**config.mk**
```make
export PLATFORM = sky130hd
export DESIGN_NAME = instrument_decoder
export DESIGN_NICKNAME = d
export VERILOG_FILES = /design/src/rtl/instrument_decoder.sv
export SDC_FILE = /design/constraint.sdc
export NUM_CORES = 1
export LEC_CHECK = 0
export ABC_AREA = 1
export BUFFER_PORTS_ARGS = -buffer_cell sky130_fd_sc_hd__buf_2
export CAP_MARGIN = 10
export CORE_ASPECT_RATIO = 0.5
export CORE_MARGIN = 3
export CORE_UTILIZATION = 45
export CTS_CLUSTER_DIAMETER = 40
export CTS_CLUSTER_SIZE = 28
export DETAILED_ROUTE_END_ITERATION = 16
export PLACE_DENSITY = 0.79
export SLEW_MARGIN = 20
export SYNTH_ARGS = -nofsm -noshare
export SYNTH_HDL_FRONTEND = slang
export SYNTH_SLANG_ARGS = --single-unit
```
**constraint.sdc**
```tcl
create_clock -name clk -period 2 [get_ports clk]
set_input_delay 0.4 -clock clk [delete_from_list [all_inputs] [get_ports clk]]
set_output_delay 0.4 -clock clk [all_outputs]
set_load 0.02 [all_outputs]
```
**src/rtl/instrument_decoder.sv**
```systemverilog
// instrument_decoder: routes one-hot-ID frames to per-channel note/strum state.
// Define INST_TIMEOUT_EN to add per-channel silence clearing after TIMEOUT_CYCLES.
module instrument_decoder #(
  parameter int NUM_INST = 3,
  parameter int NOTE_W = 5,
  parameter int STRUM_LEN = 4,
  parameter int TIMEOUT_CYCLES = 2700000
) (
  input  logic                       clk,
  input  logic                       rst,
  input  logic [NUM_INST+NOTE_W-1:0] rx_data,
  input  logic                       rx_valid,
  output logic [NUM_INST*NOTE_W-1:0] notes,
  output logic [NUM_INST-1:0]        active,
  output logic [NUM_INST-1:0]        strum,
  output logic                       rx_seen,
  output logic [7:0]                 bad_id_cnt
);
  localparam int SW = $clog2(STRUM_LEN + 1);
  logic [NUM_INST-1:0] id;
  logic [NOTE_W-1:0] note;
  logic one_hot;
  assign id = rx_data[NUM_INST-1:0];
  assign note = rx_data[NUM_INST+NOTE_W-1:NUM_INST];
  assign one_hot = $countones(id) == 1;
  always_ff @(posedge clk or posedge rst)
    if (rst) begin
      rx_seen <= 1'b0;
      bad_id_cnt <= '0;
    end else begin
      rx_seen <= rx_valid;
      if (rx_valid && !one_hot && bad_id_cnt != 8'hff) bad_id_cnt <= bad_id_cnt + 8'd1;
    end
  for (genvar i = 0; i < NUM_INST; i++) begin : g_ch
    logic [NOTE_W-1:0] n_q;
    logic a_q;
    logic [SW-1:0] scnt;
    logic hit, expire;
    assign hit = rx_valid && one_hot && id[i];
`ifdef INST_TIMEOUT_EN
    localparam int TW = $clog2(TIMEOUT_CYCLES);
    logic [TW-1:0] tcnt;
    assign expire = tcnt == TW'(TIMEOUT_CYCLES - 1);
    always_ff @(posedge clk or posedge rst)
      if (rst) tcnt <= '0;
      else if (hit || expire) tcnt <= '0;
      else if (a_q) tcnt <= tcnt + TW'(1);
`else
    assign expire = 1'b0;
`endif
    // a frame outranks both expiry and the strum countdown
    always_ff @(posedge clk or posedge rst)
      if (rst) begin
        n_q <= '0;
        a_q <= 1'b0;
        scnt <= '0;
      end else if (hit) begin
        n_q <= note;
        a_q <= note != '0;
        scnt <= note != '0 ? SW'(STRUM_LEN) : '0;
      end else if (expire) begin
        n_q <= '0;
        a_q <= 1'b0;
        scnt <= '0;
      end else if (scnt != '0) scnt <= scnt - SW'(1);
    assign notes[i*NOTE_W +: NOTE_W] = n_q;
    assign active[i] = a_q;
    assign strum[i] = scnt != '0;
  end
endmodule

```
==> reports/summary.md, run 1 <==
Buffer type at the clock tree root: sky130_fd_sc_hd__clkbuf_8. In this design, the stage delay of the slowest critical-path cell is 530 ps. The tools report the footprint of the multi-input gates as 731 sq um.

The die is 50.7 microns tall. In the routed design, unresolved DRC markers number 0. Counting every sink on the clock net gives 36.

IR analysis of the VDD net gives a maximum drop of 0.000597 V. TritonCTS created 5 clock buffers. After clock tree synthesis, the setup repair step added 0 buffers.

For the number of global-route vias before repair, the log shows 1313. In this run the remaining antenna-violating nets after routing total 0. The floorplan die width was 95.4 microns; the relative contribution of sequential cells to total power was 0.395.

Along the worst path, the maximum fanout reaches 14. The largest total area in the synthesized netlist belongs to sky130_fd_sc_hd__dfrtp_1. Clock transition at the register clock pins on the worst setup and hold paths after CTS: 70 ps. TritonCTS built the clock tree. Entering global routing, the biggest net connects 37 pins. The worst setup path is launched from an input pin. The die covers 4840 sq um. The synthesized netlist occupies a cell area of 1800 sq um. The endpoint class of the critical path is a register. The total number of nets in the final design is 263.

In this run the count of I/O pins placed on the die edge is 41. STA puts the critical path data required time at 2230 ps. Max-cap violations in this run came to 0. Subtracting the final worst setup slack from the clock period gives 1690 ps.

Summed over all layers, the global routing overflow is 0. Internal power comes to 1.69 mW. Synthesized net count: 221. Counting tap cells, the placed design contains a total of 288 instances.

The overall fraction of global-route tracks in use is 0.162, and the global-route wire length before repair is 5.91 mm. The final wirelength was 3.51 mm. For the worst max-slew margin expressed relative to the limit, the log shows 0.704. Dividing the detail-routed wire length by the instance count gives 11.8 microns. 0 antenna diodes ended up in the layout. For this design the total switching power over the nets is 1.17 mW. Synthesis handed over a netlist of 202 instances. The analysis attributes to cell leakage a power of 1.16 nW. Based on the critical path, the design can be clocked at up to 591 MHz. Adding up every negative setup slack in the final design gives 0 ps.

The clock passes through at most 2 buffers. The Yosys step of the flow raised 0 warnings. The ratio of cells with drive above 1 in the final layout was 0.265; the via total after detailed routing was 1371. Fraction of power spent switching nets: 0.408.

The run finished with clean final reports. The share of the clock period used by the worst path after layout is 0.846, and the power per standard cell area is 1360 nW/um^2. The number of hold buffers added after CTS was 0. Final number of max-transition violations: 0. For the H-tree depth, the log shows 2. The clock reaches the later pin of the worst-skew pair after 290 ps. The worst register-to-register path has a setup slack of 630 ps. Hold violation count in the final report: 0. The run gives 0.497 as the effective utilization at floorplan.

The critical path goes through buf_2 > fa_1 > inv_1 > nor2_4 > nand3_2 > inv_1 > nand2_1 > nand2_1. Summed over all nets, the half-perimeter wirelength after detailed placement is 2.64 mm. After synthesis, the netlist uses 22 different library cells.

The worst setup path is of the input pin to register kind. Port buffering added 40 buffers. The actual transition at the worst max-transition pin was 444 ps. The logs give 0 for the final-report setup violation count and 68 for the iteration-0 DRC count of the detailed router. The region available for standard cell placement spans 3620 sq um. The share of Yosys cell area claimed by the top area cell type works out to 0.501. The sequential cells in the finished layout cover a total of 901 sq um. The tools report the clock share of power as 0.189. The synthesized area per cell works out to 8.91 sq um. The clock tree skew after final layout is 5.22 ps, and the cell row count is 15.

Launching instance or port of the critical path: rx_data[0]. Worst-path cell with the longest stage delay: sky130_fd_sc_hd__fa_1. The logic gate share of total power was 0.416.

Setup repair after global routing left no endpoint under its margin. The class of the tightest hold or removal check is input pin to async pin. The synthesized design contains 36 register bits.

The tools report the reg-to-reg critical path startpoint as bad_id_cnt[0]. By area the synthesized netlist is led by sky130_fd_sc_hd__dfrtp_1 (50%), sky130_fd_sc_hd__nand2_1 (13%), sky130_fd_sc_hd__inv_1 (5.8%), sky130_fd_sc_hd__ha_1 (4.9%), sky130_fd_sc_hd__o21ai_2 (3.9%). The sequential-to-total area share from yosys stat was 0.501; the placer's final routability congestion estimate was 0.754.

Once the clock tree was built, the resizer swapped 0 gates to a different size. The initial antenna violation count is 0. The first TritonRoute pass finished after 4 iterations. Arrival time of the worst setup path: 1920 ps. The relative area change from synthesis to final layout was 17.2%. Dividing the detail-routed via count by the number of cells gives 4.63.

Counting the fill cells in the layout gives 319. The finished layout holds 296 standard cells, fillers aside.
==> layout by cell type, fill, tap and decap left out, types with 6 or more instances in the layout <==
cell	instances
sky130_fd_sc_hd__buf_2	40
sky130_fd_sc_hd__clkbuf_8	6
sky130_fd_sc_hd__dfrtp_1	36
sky130_fd_sc_hd__ha_1	7
sky130_fd_sc_hd__inv_1	28
sky130_fd_sc_hd__nand2_1	63
sky130_fd_sc_hd__nand3_1	8
sky130_fd_sc_hd__nor2_1	11
sky130_fd_sc_hd__o21ai_1	9
sky130_fd_sc_hd__o21ai_2	8
sky130_fd_sc_hd__xor2_1	7
==> power by group through the flow <==
stage | combinational (mW) | clock (mW) | sequential [mW]
finish | 1.19 | 0.541 | 1.13
global route | 1.34 | 0.590 | 1.16
CTS | 1.21 | 0.559 | 1.13
detailed placement | 1.21 | 0 | 1.14
global placement | 1.15 | 0 | 1.13
floorplan | 0.740 | 0 | 1.28
==> critical path: cells and delay by family <==
kind	cells	cell delay [ps]
simple gates	4	640
fa+ha+maj	1	530
buf+inv	3	350
==> per-stage QoR <==
stage / total power, mW / util / setup slack, ps / hold WS, ps / instance area [sq um]
floorplan: 2.02 / - / 360 / 431 / 1800
global placement: 2.28 / 0.556 / 75.9 / 462 / 2010
detailed placement: 2.35 / 0.556 / 18.5 / 462 / 2010
CTS: 2.90 / 0.582 / 296 / 216 / 2110
global route: 3.09 / 0.582 / 189 / 237 / 2110
finish: 2.86 / 0.582 / 309 / 195 / 2110
==> flip-flops by register name, summed over array words and instances (netlist names) <==
name and cells:
g_ch.scnt 9, bad_id_cnt 8, g_ch.a_q 3, g_ch.n_q 15, rx_seen 1
==> kinds of logic after synthesis <==
| kind of cell | after synthesis | share of synthesized area |
|---|---|---|
| flip-flops | 36 | 0.501 |
| adder cells (fa/ha/maj) | 8 | 0.0598 |
| buffers and inverters | 35 | 0.0932 |
| AND/OR/NAND/NOR | 91 | 0.222 |
| AO/OA/AOI/OAI | 23 | 0.0807 |
| XOR/XNOR | 9 | 0.0438 |
==> synth_stat cells <==
master / n
sky130_fd_sc_hd__nand3_2: 3
sky130_fd_sc_hd__nor2_4: 2
sky130_fd_sc_hd__o21ai_1: 9
sky130_fd_sc_hd__ha_1: 7
sky130_fd_sc_hd__fa_1: 1
sky130_fd_sc_hd__inv_4: 1
sky130_fd_sc_hd__o21ai_2: 8
sky130_fd_sc_hd__buf_6: 3
sky130_fd_sc_hd__nor3_1: 1
sky130_fd_sc_hd__nor2_2: 1
sky130_fd_sc_hd__nor2_1: 11
sky130_fd_sc_hd__o21ai_0: 3
sky130_fd_sc_hd__buf_4: 3
sky130_fd_sc_hd__inv_1: 28
sky130_fd_sc_hd__nand2_4: 1
sky130_fd_sc_hd__nand2_1: 63
sky130_fd_sc_hd__a21oi_1: 3
sky130_fd_sc_hd__nand3_1: 8
sky130_fd_sc_hd__xor2_1: 7
sky130_fd_sc_hd__xnor2_1: 2
sky130_fd_sc_hd__dfrtp_1: 36
sky130_fd_sc_hd__nand2_2: 1
==> area by class of cell <==
cell class                      count  area share
Multi-Input combinational cell    131       0.347
Sequential cell                    36       0.427
Inverter                           29      0.0528
Clock buffer                        7      0.0409
Timing Repair Buffer               41      0.0985
Tap cell                           51      0.0303
Clock inverter                      1     0.00356
==> routing by layer <==
| metal | vias up | routed length, microns | GRT usage |
|---|---|---|---|
| li1 | 698 | - | - |
| met1 | 636 | 1500 | 0.190 |
| met2 | 30 | 1740 | 0.279 |
| met3 | 7 | 214 | 0.0479 |
| met4 | 0 | 55 | 0.0637 |
| met5 | - | 0 | 0 |
==> final timing paths <==
check / to / cells after the start
min: bad_id_cnt[3] / 3
min reg2reg: g_ch[1].n_q[2] / 2
max reg2reg: bad_id_cnt[5] / 8
max in group asynchronous: g_ch[2].n_q[2] / 3
max: g_ch[1].scnt[2] / 8
min in group clk: rx_seen / 1
No activity file was read; power rests on OpenSTA's default activity.
==> run 2: changes to the inputs <==
--- a/config.mk
+++ b/config.mk
@@ -14,7 +14,7 @@
 export CTS_CLUSTER_DIAMETER = 40
 export CTS_CLUSTER_SIZE = 28
 export DETAILED_ROUTE_END_ITERATION = 16
-export PLACE_DENSITY = 0.79
+export PLACE_DENSITY = 0.82
 export SLEW_MARGIN = 20
 export SYNTH_ARGS = -nofsm -noshare
 export SYNTH_HDL_FRONTEND = slang
==> constraint.sdc (replaced) <==
create_clock -name clk -period 1.4 [get_ports clk]
set_input_delay 0.28 -clock clk [delete_from_list [all_inputs] [get_ports clk]]
set_output_delay 0.28 -clock clk [all_outputs]
set_load 0.02 [all_outputs]
==> reports/summary.md, run 2 (synthesis results as in run 1) <==
Summed over all nets, the half-perimeter wirelength after detailed placement is 2.79 mm. The class of the tightest hold or removal check is input pin to async pin. For this design the ratio of total power to cell area is 2040 nW/um^2. The logs give 0.696 for the worst max-slew margin expressed relative to the limit and 4.33 mm for the final wirelength. Row generation in the floorplan step produced 15 rows.

For the final number of max-transition violations, the log shows 0. The logs give 120 ps for the reg-to-reg setup timing slack and 53 for the iteration-0 DRC count of the detailed router. Of all nets on the critical path, the largest fanout is 6. The core region is 3620 sq um.

The logs give 0 for the initial antenna violation count and 283 for the total number of nets in the final design. The run finished, with violations left. Effective utilization at floorplan: 0.497.

For the finished layout, the period the worst path requires is 1490 ps. The floorplan step set the die width to 95.4 microns. Setup violations remaining at the end of the flow were counted as 23.

After clock tree synthesis, the clock-pin slew on the worst setup and hold paths is 80 ps. For the overall fraction of global-route tracks in use, the log shows 0.185. IR analysis of the VDD net gives a maximum drop of 0.000879 V. The leakage dissipation came out at 1.30 nW. The register with the most flip-flops in the layout has 15 of them.

The hold violation count in the final report was 0. The worst setup path is launched from an input pin. CTS saw 36 sinks. The final cell count without fillers is 316.

The congestion estimate from routability-driven global placement came to 0.813. The register containing the most flip-flops in the final layout is g_ch.n_q. The first detailed-routing pass took 4 iterations.

For the number of global-route vias before repair, the log shows 1451. The number of clock buffers added by TritonCTS is 5. Summed over all layers, the global routing overflow is 0. Setup repair after global routing could not meet its margin everywhere. In the routed design, unresolved DRC markers number 0. H-tree depth: 2. The number of max-capacitance violations reported is 0, and the quantity of I/O buffers inserted on ports is 40. Total power for the finished layout comes to 4.96 mW.

The required time of the worst setup path was 1580 ps; the top-level I/O count was 41. At the later pin of the worst-skew pair, clock insertion delay measures 290 ps. The longest clock path from root to sink contains 2 buffers. In the layout the commonest cells are sky130_fd_sc_hd__nand2_1 (45), sky130_fd_sc_hd__dfrtp_1 (36), sky130_fd_sc_hd__buf_2 (36).

The die is 50.7 microns tall. For the pin with the worst max-slew slack, the measured transition is 456 ps. The least setup slack across all paths after layout is -88.9 ps, and the detail-routed net length per standard cell is 13.7 microns. The die covers 4840 sq um. For this run, the top clock speed supported by timing is 672 MHz. Relative to the synthesized area, the layout overhead comes to 35.5%.

The tools report the via total after detailed routing as 1501. The worst setup path is of the input pin to register kind. Entering global routing, the biggest net connects 37 pins. The tools report the clock tree skew after final layout as 4.60 ps.

In this run the remaining antenna-violating nets after routing total 0. The buffer type at the clock tree root is sky130_fd_sc_hd__clkbuf_8. The number of placed instances, taps included is 296, and the ratio of cells with drive above 1 in the final layout is 0.445. The arrival time of the worst setup path came out at 1670 ps. After detailed routing, the number of vias per cell comes to 4.75. The share of the clock period used by the worst path after layout came out at 1.06. TritonCTS built the clock tree. The layout filler cell count is 255. The endpoint class of the critical path was a register.

The largest registers in the layout are g_ch.n_q x15, g_ch.scnt x9, bad_id_cnt x8. Most frequent standard cell in the layout excluding fill and tap cells: sky130_fd_sc_hd__nand2_1. The global-route wire length before repair came out at 6.74 mm. The repair_antennas step left the layout with diodes totalling 0. Adding up every negative setup slack in the final design gives -952 ps.

The checks that failed: negative setup slack. On the final layout, the worst hold slack is 82.9 ps.
-- run 2: cell types whose count changed in the layout (fill, tap and decap cells not counted), moves of 4 or more --
cell and change:
sky130_fd_sc_hd__nand2_2 +16, sky130_fd_sc_hd__inv_2 +10, sky130_fd_sc_hd__nand2_1 -18, sky130_fd_sc_hd__buf_2 -4
sky130_fd_sc_hd__buf_6 +5, sky130_fd_sc_hd__inv_1 -10, sky130_fd_sc_hd__buf_4 +16
-- run 2: power by group --
group	total (mW)	switching, mW	leakage (nW)	internal [mW]
sequential	1.64	0.245	0.444	1.39
clock	0.919	0.390	0.0552	0.529
combinational	2.41	1.36	0.797	1.05
total	4.96	2.00	1.30	2.97
-- run 2: layout make-up --
type | instances | area (sq um) | share of cell area
flip-flops and latches | 36 | 901 | 0.370
well taps | 51 | 63.8 | 0.0262
repair buffers | 59 | 384 | 0.158
clock buffers | 6 | 72.6 | 0.0298
multi-input cells | 133 | 867 | 0.356
inverters | 29 | 114 | 0.0467
clock inverters | 2 | 35.0 | 0.0144
-- run 2: worst paths after layout --
check | from | endpoint | cells after the start
max | rx_data[2] | bad_id_cnt[0] | 10
min | rst | g_ch[1].n_q[3] | 3
max reg2reg | bad_id_cnt[1] | bad_id_cnt[6] | 7
min reg2reg | g_ch[2].a_q | g_ch[2].a_q | 2
max in group asynchronous | rst | g_ch[0].n_q[0] | 3
min in group clk | rx_valid | rx_seen | 1
-- run 2: critical path: stages --
cell and delay (ps):
sky130_fd_sc_hd__buf_6 100, sky130_fd_sc_hd__fa_1 560, sky130_fd_sc_hd__inv_2 50, sky130_fd_sc_hd__nor2_4 210, sky130_fd_sc_hd__buf_6 150, sky130_fd_sc_hd__nor2_4 40, sky130_fd_sc_hd__nand2_4 110, sky130_fd_sc_hd__inv_6 60
sky130_fd_sc_hd__nand2_2 50, sky130_fd_sc_hd__nand2_1 50
-- run 2: per-stage QoR --
stage / setup WS [ps] / cell area [sq um] / utilization
global placement: -311 / 2090 / 0.576
floorplan: -120 / 1800 / -
global route: -135 / 2440 / 0.673
CTS: -40.9 / 2320 / 0.640
finish: -88.9 / 2440 / 0.673
detailed placement: -403 / 2090 / 0.576
-- run 2: routing by layer --
metal | wire length [microns] | track usage | vias up
li1 | - | - | 751
met1 | 1800 | 0.215 | 714
met2 | 2290 | 0.335 | 30
met3 | 186 | 0.0434 | 6
met4 | 55 | 0.0637 | 0
met5 | 0 | 0 | -
-- run 2: timing repair --
action / 4_1_cts / 5_1_grt
gates cloned: 1 / 1
resized for setup: 32 / 21
hold buffers: 0 / 0
endpoints found under the hold margin: 0 / 0
setup endpoints to repair: 27 / 38
pin swaps: 7 / 10
setup buffers: 3 / 7
==> run 3: changes to the inputs <==
--- a/config.mk
+++ b/config.mk
@@ -9,7 +9,6 @@
 export BUFFER_PORTS_ARGS = -buffer_cell sky130_fd_sc_hd__buf_2
 export CAP_MARGIN = 10
 export CORE_ASPECT_RATIO = 0.5
-export CORE_MARGIN = 3
 export CORE_UTILIZATION = 45
 export CTS_CLUSTER_DIAMETER = 40
 export CTS_CLUSTER_SIZE = 28
==> reports/summary.md, run 3 (synthesis results as in run 1) <==
The die covers 4270 sq um. The relative area change from synthesis to final layout was 36.4%; the placer's final routability congestion estimate was 0.792. The tools report the number of global-route vias before repair as 1342. The die is 46.7 microns tall. For the pin with the worst max-slew slack, the measured transition is 460 ps. The worst max-slew margin expressed relative to the limit was 0.693. The least setup slack across all paths after layout was -34.7 ps; the hold violation count in the final report was 0. Leaving out fill and tap cells, the most frequent cell in the layout is sky130_fd_sc_hd__nand2_1. For the overall fraction of global-route tracks in use, the log shows 0.190. The worst hold-check slack is 96.4 ps, and the via total after detailed routing is 1529.

In this run the count of I/O pins placed on the die edge is 41. The clock latency at the later pin of the worst-skew pair was 290 ps; the post-route minimum period was 1430 ps. Entering global routing, the biggest net connects 37 pins.

The number of vias per cell was 4.81. The final reports fail on negative setup slack. The clock transition at the register clock pins on the worst setup and hold paths after CTS was 80 ps.

The ratio of cells with drive above 1 in the final layout was 0.412. Counting the fill cells in the layout gives 253. The power per standard cell area came out at 2010 nW/um^2.

Max-cap violations in this run came to 0. The number of antenna diodes in the final layout is 0. The post-placement worst setup slack was -369 ps; the detail-routed net length per standard cell was 13.5 microns.

Setup repair after global routing could not meet its margin everywhere. The detail route stage leaves a number of antenna-violating nets equal to 0. TritonCTS built the clock tree.

Flip-flop count of the largest register, all copies and words added: 15. After floorplanning, the core was divided into 15 placement rows. Before antenna repair, the detailed router went through 4 iterations.

The initial antenna violation count came out at 0. STA classifies the critical path startpoint as an input pin. The global-route wire length before repair was 6.02 mm; the iteration-0 DRC count of the detailed router was 62. For this run the aggregate overflow at the end of global routing stands at 0.

The flow ran to the end, but the final reports show violations. Summed over all cells, the static leakage comes to 1.31 nW. The quantity of I/O buffers inserted on ports came out at 40. Placed cell area: 2090 sq um.

The endpoint class of the critical path is a register. For this design, the sink count on the clock tree is 36. For the required time of the worst setup path, the log shows 1620 ps. The effective utilization at floorplan was 0.497. The longest clock path from root to sink contains 2 buffers.

Counting flops per register, the top entry is g_ch.n_q. Detailed placement ended at an HPWL of 2.69 mm. In the final design database the tool counted 285 nets. The design draws 4.92 mW.

Once layout is done, the placed cells without fillers occupy 2450 sq um. The clock tree skew after final layout was 11.0 ps; the footprint of the multi-input gates was 870 sq um. IR analysis of the VDD net gives a maximum drop of 0.00100 V.

Of all nets on the critical path, the largest fanout is 7. The largest registers in the layout are g_ch.n_q x15, g_ch.scnt x9, bad_id_cnt x8. In the layout the commonest cells are sky130_fd_sc_hd__nand2_1 (54), sky130_fd_sc_hd__dfrtp_1 (36), sky130_fd_sc_hd__buf_2 (35). The tools report the final number of max-transition violations as 0. The die is 91.4 microns wide. The arrival time of the worst setup path came out at 1660 ps. The tools report the reg-to-reg critical path startpoint as bad_id_cnt[1].

The total area inside the core boundary comes to 3620 sq um. The class of the tightest hold or removal check is input pin to async pin. The critical path starts at rx_data[0]. The clock tree synthesis step divided the H-tree into 2 levels. The worst setup path is of the input pin to register kind. The final wirelength was 4.28 mm.

The tree is rooted in a sky130_fd_sc_hd__clkbuf_8. TritonCTS created 5 clock buffers. In the final layout, flip-flops and latches occupy 901 sq um. For this run, design rule violations remaining after detail routing come to 0.

The share of the clock period used by the worst path after layout is 1.02, and the final-report setup violation count is 13. Derived from the worst setup path, the maximum achievable clock frequency is 697 MHz.
==> run 3: changes by cell type in the layout (fill, tap and decap cells not counted), sizes merged <==
cell and change:
buf +1, nand3 +1
==> run 3: metrics by stage <==
step                instances  utilization  TNS, ps
finish                    318        0.678     -205
global route              318        0.678    -1530
CTS                       307        0.626     -474
detailed placement        296        0.576   -10050
global placement          296        0.576    -8980
floorplan                 202            -    -2170
==> run 3: timing repair <==
item | 4_1_cts | 5_1_grt
endpoints found under the setup margin | 22 | 34
pin swaps | 3 | 4
hold buffers | 0 | 0
gates cloned | 1 | 2
resized for setup | 19 | 26
setup buffers | 2 | 9
==> run 3: final cells by class <==
cell class | instances | area share
Sequential cell | 36 | 0.367
Multi-Input combinational cell | 134 | 0.354
Timing Repair Buffer | 60 | 0.164
Inverter | 29 | 0.0454
Clock buffer | 6 | 0.0296
Tap cell | 51 | 0.0260
Clock inverter | 2 | 0.0143
==> run 3: per-layer routing <==
metal / global-route usage / routed length (microns) / vias up
met5: 0 / 0 / -
met4: 0.0698 / 146 / 0
met3: 0.0512 / 143 / 15
met2: 0.361 / 2080 / 33
met1: 0.219 / 1910 / 731
li1: - / - / 750
==> run 3: final timing paths <==
kind                            cells after the start  slack (ps)               to
worst min register to register                      2         470      g_ch[2].a_q
worst max register to register                      8          30    bad_id_cnt[0]
max in group asynchronous                           3         970  g_ch[2].scnt[2]
worst max-delay path                               10         -30  g_ch[2].scnt[2]
worst min-delay path                                3         100          rx_seen
min in group clk                                    1         250          rx_seen
==> run 3: worst max-delay path: stages <==
cell	delay, ps
sky130_fd_sc_hd__buf_6	100
sky130_fd_sc_hd__fa_1	540
sky130_fd_sc_hd__inv_2	40
sky130_fd_sc_hd__nor2_4	170
sky130_fd_sc_hd__buf_6	130
sky130_fd_sc_hd__buf_6	80
sky130_fd_sc_hd__nand3_4	100
sky130_fd_sc_hd__inv_2	90
sky130_fd_sc_hd__nand2_2	50
sky130_fd_sc_hd__nand2_1	70
==> run 3: where the power goes <==
part / total [mW] / switching, mW / internal (mW)
Combinational: 2.37 / 1.35 / 1.02
Clock: 0.923 / 0.394 / 0.529
Sequential: 1.63 / 0.237 / 1.39
